`src/rtl/mips_prog_loader_if.sv`:
```
// Byte-stream and memory-write bundle between a boot image source and mips_prog_loader.
// master = image source / system side, slave = loader.
interface mips_prog_loader_if #(
    parameter int IA_W = 9,
    parameter int DA_W = 6
);
    logic            in_valid;
    logic [7:0]      in_data;
    logic            in_ready;
    logic            load_req;
    logic            imem_we;
    logic [IA_W-1:0] imem_addr;
    logic [31:0]     imem_wdata;
    logic            dmem_we;
    logic [DA_W-1:0] dmem_addr;
    logic [31:0]     dmem_wdata;
    logic            core_rst;
    logic            done;
    logic            error;

    modport master (
        output in_valid, in_data, load_req,
        input  in_ready, imem_we, imem_addr, imem_wdata,
               dmem_we, dmem_addr, dmem_wdata, core_rst, done, error
    );

    modport slave (
        input  in_valid, in_data, load_req,
        output in_ready, imem_we, imem_addr, imem_wdata,
               dmem_we, dmem_addr, dmem_wdata, core_rst, done, error
    );
endinterface

```
`src/rtl/mips_prog_loader.sv`:
```
// Boot loader: assembles big-endian words from a byte stream into MIPS imem/dmem, holding the core in reset.
// Optional trailing XOR checksum word enabled by defining LOADER_CHECKSUM_EN.
module mips_prog_loader #(
    parameter int IMEM_DEPTH = 512,
    parameter int DMEM_DEPTH = 64,
    parameter int IA_W       = $clog2(IMEM_DEPTH),
    parameter int DA_W       = $clog2(DMEM_DEPTH)
) (
    input  logic              clk,
    input  logic              rst,
    mips_prog_loader_if.slave bus
);
    // state  | meaning
    // HDR_I  | capture instruction count N
    // HDR_D  | capture data count M
    // LOAD_I | write N words to imem
    // LOAD_D | write M words to dmem
    // CHK    | compare trailing checksum word (checksum build only)
    // RUN    | image loaded, core released
    // ERR    | malformed image, core held in reset
    typedef enum logic [2:0] {
        HDR_I,
        HDR_D,
        LOAD_I,
        LOAD_D,
`ifdef LOADER_CHECKSUM_EN
        CHK,
`endif
        RUN,
        ERR
    } state_t;

    state_t          r_state;
    state_t          w_next;
    state_t          w_tail;
    logic [1:0]      r_bcnt;
    logic [23:0]     r_shift;
    logic [IA_W:0]   r_n;
    logic [DA_W:0]   r_m;
    logic [IA_W-1:0] r_idx_i;
    logic [DA_W-1:0] r_idx_d;
    logic            r_imem_we;
    logic [IA_W-1:0] r_imem_addr;
    logic [31:0]     r_imem_wdata;
    logic            r_dmem_we;
    logic [DA_W-1:0] r_dmem_addr;
    logic [31:0]     r_dmem_wdata;
    logic            r_core_rst;
    logic            r_done;
    logic            r_error;
`ifdef LOADER_CHECKSUM_EN
    logic [31:0]     r_csum;
`endif

    logic        w_ready;
    logic        w_fire;
    logic        w_wdone;
    logic        w_restart;
    logic        w_last_i;
    logic        w_last_d;
    logic [31:0] w_word;

    assign w_ready   = (r_state != RUN) && (r_state != ERR);
    assign w_fire    = bus.in_valid && w_ready;
    assign w_wdone   = w_fire && (r_bcnt == 2'd3);
    assign w_word    = {r_shift, bus.in_data};
    assign w_restart = bus.load_req && !w_ready;
    assign w_last_i  = ({1'b0, r_idx_i} == (r_n - (IA_W+1)'(1)));
    assign w_last_d  = ({1'b0, r_idx_d} == (r_m - (DA_W+1)'(1)));

`ifdef LOADER_CHECKSUM_EN
    assign w_tail = CHK;
`else
    assign w_tail = RUN;
`endif

    always_ff @(posedge clk or posedge rst) begin
        if (rst) r_state <= HDR_I;
        else     r_state <= w_next;
    end

    always_comb begin
        w_next = r_state;
        case (r_state)
            HDR_I: begin
                if (w_wdone) w_next = (w_word > 32'(IMEM_DEPTH)) ? ERR : HDR_D;
            end
            HDR_D: begin
                if (w_wdone) begin
                    if (w_word > 32'(DMEM_DEPTH)) w_next = ERR;
                    else if (r_n != '0)           w_next = LOAD_I;
                    else if (w_word != 32'd0)     w_next = LOAD_D;
                    else                          w_next = w_tail;
                end
            end
            LOAD_I: begin
                if (w_wdone && w_last_i) w_next = (r_m != '0) ? LOAD_D : w_tail;
            end
            LOAD_D: begin
                if (w_wdone && w_last_d) w_next = w_tail;
            end
`ifdef LOADER_CHECKSUM_EN
            CHK: begin
                if (w_wdone) w_next = (w_word == r_csum) ? RUN : ERR;
            end
`endif
            RUN, ERR: begin
                if (bus.load_req) w_next = HDR_I;
            end
            default: w_next = HDR_I;
        endcase
    end

    always_ff @(posedge clk or posedge rst) begin
        if (rst) begin
            r_bcnt       <= '0;
            r_shift      <= '0;
            r_n          <= '0;
            r_m          <= '0;
            r_idx_i      <= '0;
            r_idx_d      <= '0;
            r_imem_we    <= 1'b0;
            r_imem_addr  <= '0;
            r_imem_wdata <= '0;
            r_dmem_we    <= 1'b0;
            r_dmem_addr  <= '0;
            r_dmem_wdata <= '0;
            r_core_rst   <= 1'b1;
            r_done       <= 1'b0;
            r_error      <= 1'b0;
`ifdef LOADER_CHECKSUM_EN
            r_csum       <= '0;
`endif
        end else begin
            r_imem_we  <= 1'b0;
            r_dmem_we  <= 1'b0;
            // release lags RUN entry by one cycle so the final write strobe lands with the core still in reset
            r_core_rst <= !((r_state == RUN) && (w_next == RUN));
            r_done     <= (r_state == RUN) && (w_next == RUN);
            r_error    <= (w_next == ERR);
            if (w_restart) begin
                r_bcnt  <= '0;
                r_shift <= '0;
                r_idx_i <= '0;
                r_idx_d <= '0;
`ifdef LOADER_CHECKSUM_EN
                r_csum  <= '0;
`endif
            end else if (w_fire) begin
                r_bcnt  <= r_bcnt + 2'd1;
                r_shift <= {r_shift[15:0], bus.in_data};
                if (r_bcnt == 2'd3) begin
`ifdef LOADER_CHECKSUM_EN
                    r_csum <= r_csum ^ w_word;
`endif
                    case (r_state)
                        HDR_I: r_n <= w_word[IA_W:0];
                        HDR_D: r_m <= w_word[DA_W:0];
                        LOAD_I: begin
                            r_imem_we    <= 1'b1;
                            r_imem_addr  <= r_idx_i;
                            r_imem_wdata <= w_word;
                            r_idx_i      <= r_idx_i + 1'b1;
                        end
                        LOAD_D: begin
                            r_dmem_we    <= 1'b1;
                            r_dmem_addr  <= r_idx_d;
                            r_dmem_wdata <= w_word;
                            r_idx_d      <= r_idx_d + 1'b1;
                        end
                        default: ;
                    endcase
                end
            end
        end
    end

    assign bus.in_ready   = w_ready;
    assign bus.imem_we    = r_imem_we;
    assign bus.imem_addr  = r_imem_addr;
    assign bus.imem_wdata = r_imem_wdata;
    assign bus.dmem_we    = r_dmem_we;
    assign bus.dmem_addr  = r_dmem_addr;
    assign bus.dmem_wdata = r_dmem_wdata;
    assign bus.core_rst   = r_core_rst;
    assign bus.done       = r_done;
    assign bus.error      = r_error;
endmodule

```
`src/flat_wrapper.sv`:
```
// flat-port wrapper written by rule: the top's interface ports become plain ports
module mips_prog_loader_flat 
#(
    parameter int IMEM_DEPTH = 512,
    parameter int DMEM_DEPTH = 64,
    parameter int IA_W       = $clog2(IMEM_DEPTH),
    parameter int DA_W       = $clog2(DMEM_DEPTH)
)
  (clk, rst, bus_in_valid, bus_in_data, bus_load_req, bus_in_ready, bus_imem_we, bus_imem_addr, bus_imem_wdata, bus_dmem_we, bus_dmem_addr, bus_dmem_wdata, bus_core_rst, bus_done, bus_error);
  mips_prog_loader_if #(.IA_W(IA_W), .DA_W(DA_W)) bus_i ();
  input  logic clk;
  input  logic rst;
  input wire logic [$bits(bus_i.in_valid)-1:0] bus_in_valid;
  input wire logic [$bits(bus_i.in_data)-1:0] bus_in_data;
  input wire logic [$bits(bus_i.load_req)-1:0] bus_load_req;
  output wire logic [$bits(bus_i.in_ready)-1:0] bus_in_ready;
  output wire logic [$bits(bus_i.imem_we)-1:0] bus_imem_we;
  output wire logic [$bits(bus_i.imem_addr)-1:0] bus_imem_addr;
  output wire logic [$bits(bus_i.imem_wdata)-1:0] bus_imem_wdata;
  output wire logic [$bits(bus_i.dmem_we)-1:0] bus_dmem_we;
  output wire logic [$bits(bus_i.dmem_addr)-1:0] bus_dmem_addr;
  output wire logic [$bits(bus_i.dmem_wdata)-1:0] bus_dmem_wdata;
  output wire logic [$bits(bus_i.core_rst)-1:0] bus_core_rst;
  output wire logic [$bits(bus_i.done)-1:0] bus_done;
  output wire logic [$bits(bus_i.error)-1:0] bus_error;
  assign bus_i.in_valid = bus_in_valid;
  assign bus_i.in_data = bus_in_data;
  assign bus_i.load_req = bus_load_req;
  assign bus_in_ready = bus_i.in_ready;
  assign bus_imem_we = bus_i.imem_we;
  assign bus_imem_addr = bus_i.imem_addr;
  assign bus_imem_wdata = bus_i.imem_wdata;
  assign bus_dmem_we = bus_i.dmem_we;
  assign bus_dmem_addr = bus_i.dmem_addr;
  assign bus_dmem_wdata = bus_i.dmem_wdata;
  assign bus_core_rst = bus_i.core_rst;
  assign bus_done = bus_i.done;
  assign bus_error = bus_i.error;
  mips_prog_loader #(.IMEM_DEPTH(IMEM_DEPTH), .DMEM_DEPTH(DMEM_DEPTH), .IA_W(IA_W), .DA_W(DA_W)) u_core (.clk(clk), .rst(rst), .bus(bus_i));
endmodule
```
`config.mk`:
```
export PLATFORM = sky130hd
export DESIGN_NAME = mips_prog_loader_flat
export DESIGN_NICKNAME = d
export VERILOG_FILES = /design/src/rtl/mips_prog_loader_if.sv /design/src/rtl/mips_prog_loader.sv /design/src/flat_wrapper.sv
export SDC_FILE = /design/constraint.sdc
export NUM_CORES = 1
export LEC_CHECK = 0
export CAP_MARGIN = 30
export CORE_MARGIN = 3
export CORE_UTILIZATION = 49
export CTS_CLUSTER_DIAMETER = 200
export DETAILED_ROUTE_END_ITERATION = 7
export PLACE_DENSITY = 0.77
export SYNTH_ARGS = -nofsm -noshare
export SYNTH_HDL_FRONTEND = slang
export SYNTH_SLANG_ARGS = --single-unit
```
`constraint.sdc`:
```
create_clock -name clk -period 4.6 [get_ports clk]
set_input_delay 0.69 -clock clk [delete_from_list [all_inputs] [get_ports clk]]
set_output_delay 0.69 -clock clk [all_outputs]
set_load 0.01 [all_outputs]
```
==> results.toml, run 1 <==
[clock_network]
clkTransAtPathRegs_ns = 0.05
clock_path_buffers = 2
cts_resized = 0
numCtsBuffers = 17
cts_num_sinks = 145
clk_latency_ns = 0.42
htree_num_levels = 4
hold_buffers = 0
cts_setup_buffers = 0
tritoncts = "yes"
cts_root_buffer = "clkbuf_16"

[synthesis]
synth.distinct_cells = 50
avgSynthCellArea_um2 = 12.4
syn-cell-area_mm2 = 0.00627
yosys_warnings = 0
async_flop_share_pct = 100
ys_ff_latch = 145
ys.flop_type = "dfrtp_1"
ys_seq_area_share_pct = 57.9
syn-num-nets = 524
synth_edf_count = 0
synth_cells = 506

[floorplanning]
io_pins = 97
dieHeight_um = 119
initial_core_util_pct = 51.2
rows = 40
core-area_mm2 = 0.0123
dieWidth_um = 119
die-area_mm2 = 0.0142

[sta]
hold_viol = 0
maxSlewViolCount = 0
rsz0062_at_grt = "no"
max_slew_margin_pct = 32.1
tns_ns = 0
fin_crit_ns = 2.68
setup_viol = 0
fmax_mhz = 373
post-route-period-util_pct = 58.2
skew_ns = 0.00950
tightest_slew_ns = 1.01
setup_ws_ns = 1.92

[grt]
grtUsageTotal_pct = 20.8
grt-ovfl-total = 0
grt_pass1_wl_um = 23500
first_global_vias = 4421
antenna_found_initial = 0
grt_max_degree = 98

[place]
hpwl_um = 9750
pre_cts_ws_ns = 1.54
portBuffers = 96
gp_congestion = 0.890

[setup_path]
cp_slowest_stage_delay_ns = 0.52
cpMaxStageDelayCell = "clkdlybuf4s50_1"
crit_path_cell_trace = "nor2b_1, inv_1, clkdlybuf4s50_1"
critPathArrivalTime_ns = 1.99
crit_type = "reg -> out"
startpoint_type = "flop"
cp.required_ns = 3.91
crit_fanout = 8
setup.worst_path.end_class = "output port"

[cells_and_area]
seq_area_mm2 = 0.00363
fillers = 900
fin_util_pct = 65.2
drive_gt1_share_pct = 22.6
nets = 623
multi_input_area_mm2 = 0.00252
syn2layout_area_growth_pct = 27.5
n_antenna_cell = 0

[route]
wl_per_cell_um = 18.2
first_pass_iters = 4
vias = 4362
drt_iter0_markers = 280
avgViaCountPerCell = 5.56
drc_errors = 0
ant_nets = 0
routed_wirelength_um = 14300

[power]
p_leak_nw = 3.58
p_per_area_mw_per_mm2 = 464
ir_worst_vdd_uv = 449

[run]
drv_cap = 0

[hold_path]
hold_class = "reg -> reg"

[outcome]
status = "completed"
==> stage by stage <==
| stage | area, um2 | power, mW | hold slack [ns] | instances |
|---|---|---|---|---|
| 2_1_floorplan | 6270 | 1.96 | 0.468 | 506 |
| 3_3_place_gp | 7420 | 2.35 | 0.484 | 754 |
| 3_5_place_dp | 7420 | 2.37 | 0.486 | 754 |
| 4_1_cts | 8000 | 3.74 | 0.508 | 784 |
| 5_1_grt | 8000 | 3.86 | 0.519 | 784 |
| 6_report | 8000 | 3.71 | 0.504 | 784 |
==> worst paths after layout <==
kind | from | depth (start not counted) | endpoint | slack (ns)
setup reg to reg | u_core.r_state[2] | 7 | u_core.r_bcnt[0] | 1.99
setup / recovery | u_core.r_state[2] | 3 | bus_in_ready | 1.92
hold reg to reg | u_core.bus.dmem_wdata[6] | 1 | u_core.bus.dmem_wdata[6] | 0.50
max in group asynchronous | rst | 3 | u_core.bus.dmem_wdata[19] | 2.86
min in group asynchronous | rst | 2 | u_core.bus.dmem_wdata[10] | 0.82
hold / removal | u_core.bus.dmem_wdata[6] | 1 | u_core.bus.dmem_wdata[6] | 0.50
==> layer usage <==
| layer | up-vias | global-route usage [%] | wire length (um) |
|---|---|---|---|
| li1 | 2001 | - | - |
| met1 | 2212 | 26.9 | 6020 |
| met2 | 131 | 34.7 | 7310 |
| met3 | 18 | 4.99 | 763 |
| met4 | 0 | 6.59 | 214 |
| met5 | - | 0 | 0 |
==> registers in the layout (all words and copies together) (netlist names) <==
signal	cells
u_core.bus.dmem_wdata	32
u_core.bus.imem_wdata	32
u_core.r_shift	24
u_core.r_n	10
u_core.bus.imem_addr	9
u_core.r_idx_i	9
u_core.r_m	7
u_core.bus.dmem_addr	6
u_core.r_idx_d	6
u_core.r_state	3
u_core.r_bcnt	2
u_core.bus.core_rst	1
u_core.bus.dmem_we	1
u_core.bus.done	1
u_core.bus.error	1
u_core.bus.imem_we	1
==> area by class of cell <==
type / count / share of cell area (%)
Clock buffer: 19 / 5.54
Clock inverter: 11 / 1.75
Inverter: 10 / 0.532
Multi-Input combinational cell: 328 / 31.5
Sequential cell: 145 / 45.4
Tap cell: 168 / 2.63
Timing Repair Buffer: 103 / 12.7
==> report_power, final <==
part	internal, mW	switching (mW)
clock network	0.855	0.507
registers	1.47	0.150
logic	0.444	0.282
total	2.77	0.938
==> cells in the final DEF, fill, tap and decap left out, types with 4 or more instances in the layout <==
cell             synthesis  final
a21oi_1                 20     20
a22o_1                  13     13
a31oi_1                  4      4
buf_4                    0      7
clkbuf_16                0     17
clkdlybuf4s50_1          0     96
clkinv_2                 0      4
clkinvlp_4               0      4
dfrtp_1                144    144
ha_1                     6      6
inv_1                   10      9
mux2_2                  92     92
nand2_1                 46     46
nand2b_1                 4      4
nand3_1                  5      5
nand4_1                  9      9
nor2_1                  23     21
nor3_1                   9      9
nor4_1                  10     10
o21ai_0                 12     12
or3_1                    4      4
xnor2_1                 18     18
xor2_1                  13     13
==> synth_stat cells, drive strengths merged (4+ instances only) <==
| cell | n | area, um2 |
|---|---|---|
| dfrtp | 144 | 3600 |
| mux2 | 92 | 1040 |
| nand2 | 46 | 173 |
| nor2 | 24 | 92.6 |
| a21oi | 21 | 109 |
| xnor2 | 18 | 158 |
| a22o | 13 | 114 |
| clkbuf | 13 | 48.8 |
| o21ai | 13 | 65.1 |
| xor2 | 13 | 114 |
| buf | 10 | 50.1 |
| inv | 10 | 37.5 |
| nor3 | 10 | 61.3 |
| nor4 | 10 | 62.6 |
| nand4 | 9 | 56.3 |
| ha | 6 | 75.1 |
| nand3 | 6 | 35.0 |
| a31oi | 4 | 25.0 |
| nand2b | 4 | 25.0 |
| or3 | 4 | 25.0 |
| or4 | 4 | 33.8 |
==> cells by family (layout without fill, tap and decap cells) <==
| kind of cell | count (synthesis) | count (layout) | share of synthesized area, % |
|---|---|---|---|
| muxes | 92 | 92 | 16.5 |
| AOI/OAI and AO/OA | 66 | 66 | 7.02 |
| xor gates and xnor gates | 31 | 31 | 4.33 |
| adders and majority gates | 7 | 7 | 1.36 |
| buffers and inverters | 33 | 143 | 2.17 |
| DFF | 145 | 145 | 57.9 |
| and+or+nand+nor | 132 | 132 | 10.7 |
==> worst max-delay path: cells and delay by family (launching register included) <==
family / cells / cell delay (ns)
buf+inv: 2 / 0.74
flops: 1 / 0.47
simple gates: 1 / 0.37
No activity file was read; power rests on OpenSTA's default activity.
==> inputs of run 2 (changes only) <==
clock period = 2.2 ns   (was 4.6 ns; I/O delays follow)
==> run 2 against run 1 <==
  * First-iteration DRC count increased by 10%
  * Final area increased by 5.4%
  * Wire length is 8.1% higher
  * Sequential power up 110%
  * Sequential share of layout area is 2.3 points lower
  * Flip-flop and latch count did not move
  * Combinational power rose by 120%
  * Die area unchanged
  * Critical endpoint unchanged
  * Largest cell class unchanged
  * Highest routed layer unchanged
==> results.toml, run 2 (synthesis gave the netlist of run 1 again) <==
[route]
drt_iter0_markers = 308
drc_errors = 0
avgViaCountPerCell = 5.59
first_pass_iters = 5
ant_nets = 0
wl_per_cell_um = 18.9
routed_wirelength_um = 15500
vias = 4579

[place]
portBuffers = 96
pre_cts_ws_ns = -0.225
gp_congestion = 0.852
postPlaceCellArea_mm2 = 0.00773
hpwl_um = 10600

[clock_network]
hold_buffers = 0
clkTransAtPathRegs_ns = 0.06
tritoncts = "yes"
numCtsBuffers = 17
cts_num_sinks = 145
clk_latency_ns = 0.42
clock_path_buffers = 2
cts_root_buffer = "clkbuf_16"
htree_num_levels = 4

[floorplanning]
dieHeight_um = 119
io_pins = 97
rows = 40
die-area_mm2 = 0.0142
dieWidth_um = 119
core-area_mm2 = 0.0123
initial_core_util_pct = 51.2

[hold_path]
hold_class = "in -> async"

[sta]
hold_viol = 0
maxSlewViolCount = 0
fmax_mhz = 467
max_slew_margin_pct = 67.8
skew_ns = 0.00547
post-route-period-util_pct = 97.3
tightest_slew_ns = 0.482
setup_viol = 0
setup_ws_ns = 0.0591
fin_crit_ns = 2.14

[power]
seq_power_share_pct = 43.2
power_mw = 7.89
power.share.switching_pct = 25.6
p_per_area_mw_per_mm2 = 936
pwr-share-clk_pct = 36.6
power_switching_mw = 2.02
comb_power_share_pct = 20.1
internal_power_mw = 5.87
ir_worst_vdd_uv = 687
p_leak_nw = 3.80

[cells_and_area]
syn2layout_area_growth_pct = 34.4
final_common_cell = "dfrtp_1"
nets = 657
fillers = 862
seq_area_mm2 = 0.00363
n_antenna_cell = 0
multi_input_area_mm2 = 0.00261
final_cell_mix = "144 x dfrtp_1, 96 x clkdlybuf4s50_1, 92 x mux2_2"
final_area_mm2 = 0.00843
drive_gt1_share_pct = 29.2

[setup_path]
crit-reg2reg-launch = "u_core.r_m[1]"
cp.required_ns = 1.87
r2r_slack_ns = 0.06
cp_slowest_stage_delay_ns = 0.58
critPathArrivalTime_ns = 1.81
cpMaxStageDelayCell = "clkdlybuf4s50_1"
crit_fanout = 7
setup.worst_path.end_class = "output port"
startpoint_type = "flop"
crit_path_cell_trace = "nor2b_4, inv_1, clkdlybuf4s50_1"
reg2reg_depth = 8
crit_type = "reg -> out"
path_buf_inv = 2
r2r-end = "u_core.r_state[1]"
crit_family = "buffers and inverters"
startpoint = "u_core.r_state[1]"

[outcome]
status = "completed"

[grt]
grt-ovfl-total = 0
grt_max_degree = 80
grt_util_met1_pct = 28.9
antenna_found_initial = 0
grt.met2_usage_pct = 37.0
grtUsageTotal_pct = 22.4
grt_util_met3_pct = 4.37
grt_pass1_wl_um = 25000
first_global_vias = 4757
top_usage_layer = "met2"

[run]
drv_cap = 0
-- run 2: cell type report --
type / instances / area share [%]
clock buffers: 19 / 5.37
clock inverters: 12 / 1.66
inverters: 10 / 0.490
multi-input cells: 328 / 31.0
flip-flops and latches: 145 / 43.1
well taps: 168 / 2.49
repair buffers: 137 / 15.9
-- run 2: worst register-to-register path, delay by kind of cell (launching register included) --
family,cells,cell delay [ns]
AND/OR/NAND/NOR,3,1.01
buffers and inverters,1,0.08
XOR/XNOR,1,0.12
AO/OA/AOI/OAI,2,0.19
flip-flops,1,0.39
adder cells (fa/ha/maj),1,0.20
-- run 2: worst max path at each step --
stage                         endpoint  slack, ns  depth (start not counted)
2_1_floorplan  u_core.bus.dmem_addr[0]       0.05                          1
3_3_place_gp       u_core.bus.core_rst      -0.11                          7
3_5_place_dp         u_core.r_state[1]      -0.22                          7
4_1_cts              u_core.r_state[1]       0.03                          8
5_1_grt              u_core.r_state[1]      -0.04                          8
6_report                  bus_in_ready       0.06                          3
-- run 2: power by group through the flow --
stage	Clock, mW	Combinational, mW	Sequential (mW)
after floorplan	0	0.587	3.51
after CTS	2.92	1.61	3.41
after global placement	0	1.55	3.43
final	2.89	1.59	3.41
after detailed placement	0	1.59	3.45
after global routing	3.05	1.71	3.47
-- run 2: timing repair --
action	in CTS	in global routing
pin swaps	5	4
setup endpoints to repair	3	5
buffers inserted	0	2
resized for setup	9	9
endpoints found under the hold margin	0	0
-- run 2: metrics by stage --
step                      std cells  TNS, ns  util [%]  hold slack [ns]
after floorplan                 506        0         -            0.447
after global routing            819  -0.0750      68.7            0.220
final                           819        0      68.7            0.218
after detailed placement        786    -1.51      63.1            0.495
after global placement          786   -0.548      63.1            0.488
after CTS                       817        0      68.2            0.213
-- run 2: routing by layer --
| layer | vias up | part of all wire [%] | wire length (um) |
|---|---|---|---|
| met2 | 137 | 51 | 7950 |
| met4 | 0 | 2.9 | 450 |
| met5 | - | 0 | 0 |
| li1 | 2071 | - | - |
| met1 | 2335 | 42 | 6470 |
| met3 | 36 | 3.8 | 584 |
==> inputs of run 3 (changes only) <==
CORE_MARGIN = 5   (was 3)
SLEW_MARGIN = 20   (was unset)
==> run 3 against run 2 <==
  * Cell count increased by 0.61%
  * Non-clock buffer count unchanged
  * Die area increased by 6.8%
  * Highest routed layer unchanged
  * Clock skew increased by 0.0035 ns
  * Largest power group unchanged
  * Combinational power about the same
  * Global-route usage decreased by 0.38 points
==> results.toml, run 3 (synthesis gave the netlist of run 1 again) <==
[outcome]
status = "completed"

[cells_and_area]
final_area_mm2 = 0.00840
nets = 657
syn2layout_area_growth_pct = 33.9
n_antenna_cell = 0
final_common_cell = "dfrtp_1"
drive_gt1_share_pct = 28.8
final_cell_mix = "142 x dfrtp_1, 96 x clkdlybuf4s50_1, 92 x mux2_2"
fin_util_pct = 66.8
fillers = 896
final_cells = 824

[place]
postPlaceCellArea_mm2 = 0.00771
portBuffers = 96
pre_cts_ws_ns = -0.237
hpwl_um = 10500
gp_congestion = 0.917
dp_cells = 788

[clock_network]
htree_num_levels = 4
hold_buffers = 0
tritoncts = "yes"
clkTransAtPathRegs_ns = 0.06
numCtsBuffers = 17
clk_latency_ns = 0.43
clock_path_buffers = 2
cts_root_buffer = "clkbuf_16"
cts_num_sinks = 145

[grt]
first_global_vias = 4927
grt_util_met3_pct = 6.72
grt_max_degree = 47
grt-ovfl-total = 0
grtUsageTotal_pct = 22.0
antenna_found_initial = 0
grt.met2_usage_pct = 35.4
top_usage_layer = "met2"
grt_util_met1_pct = 27.7
grt_pass1_wl_um = 25300

[sta]
post-route-period-util_pct = 96.6
fin_crit_ns = 2.13
setup_viol = 0
skew_ns = 0.00895
fmax_mhz = 470
maxSlewViolCount = 0
hold_viol = 0
max_slew_margin_pct = 58.0
setup_ws_ns = 0.0740
tns_ns = 0
holdWs_ns = 0.324
tightest_slew_ns = 0.624

[setup_path]
cp_slowest_stage_delay_ns = 0.59
path_buf_inv = 2
crit_path_cell_trace = "nor2b_4, inv_1, clkdlybuf4s50_1"
cp.required_ns = 1.87
crit_fanout = 7
crit_family = "buffers and inverters"
cpMaxStageDelayCell = "clkdlybuf4s50_1"
startpoint_type = "flop"
crit_type = "reg -> out"
critPathArrivalTime_ns = 1.80
setup.worst_path.end_class = "output port"

[floorplanning]
dieWidth_um = 123
die-area_mm2 = 0.0152
io_pins = 97
dieHeight_um = 123
initial_core_util_pct = 49.9
core-area_mm2 = 0.0126
rows = 41

[route]
first_pass_iters = 5
drt_iter0_markers = 275
ant_nets = 0
wl_per_cell_um = 18.6
drc_errors = 0
routed_wirelength_um = 15300
avgViaCountPerCell = 5.63
vias = 4642

[power]
power_mw = 7.81
p_leak_nw = 3.75
p_per_area_mw_per_mm2 = 930
ir_worst_vdd_uv = 605

[hold_path]
hold_class = "in -> async"

[run]
drv_cap = 0
-- run 3: final cells by class --
type | instances | area, um2 | share of cell area [%]
sequential | 145 | 3630 | 43.3
multi-input combinational | 328 | 2590 | 30.9
timing repair buffer | 137 | 1330 | 15.9
clock buffer | 18 | 429 | 5.11
tap | 172 | 215 | 2.56
clock inverter | 14 | 158 | 1.88
inverter | 10 | 41.3 | 0.492
-- run 3: what timing repair did --
item                       CTS  global route
pin swaps                    0             7
hold endpoints to repair     0             0
setup endpoints to repair    2             7
gates resized for setup      2            16
buffers inserted             0             4
-- run 3: layer usage --
metal / share of wire (%) / wire (um)
met1: 41 / 6200
met2: 51 / 7720
met3: 6.1 / 926
met4: 2.9 / 439
met5: 0 / 0
-- run 3: where the power goes --
part | internal [mW] | leakage, nW | switching (mW)
sequential | 3.08 | 1.89 | 0.327
clock | 1.68 | 0.266 | 1.14
combinational | 0.964 | 1.59 | 0.623
-- run 3: path summary, 6_finish.rpt --
kind,start,end,slack (ns),cells after the start
hold / removal,rst,u_core.bus.dmem_wdata[8],0.32,2
max in group asynchronous,rst,u_core.bus.imem_wdata[9],1.20,3
hold reg to reg,u_core.bus.imem_wdata[4],u_core.bus.imem_wdata[4],0.51,1
setup / recovery,u_core.r_state[1],bus_in_ready,0.07,3
min in group clk,u_core.bus.imem_wdata[4],u_core.bus.imem_wdata[4],0.51,1
setup reg to reg,u_core.r_shift[18],u_core.r_state[0],0.09,6
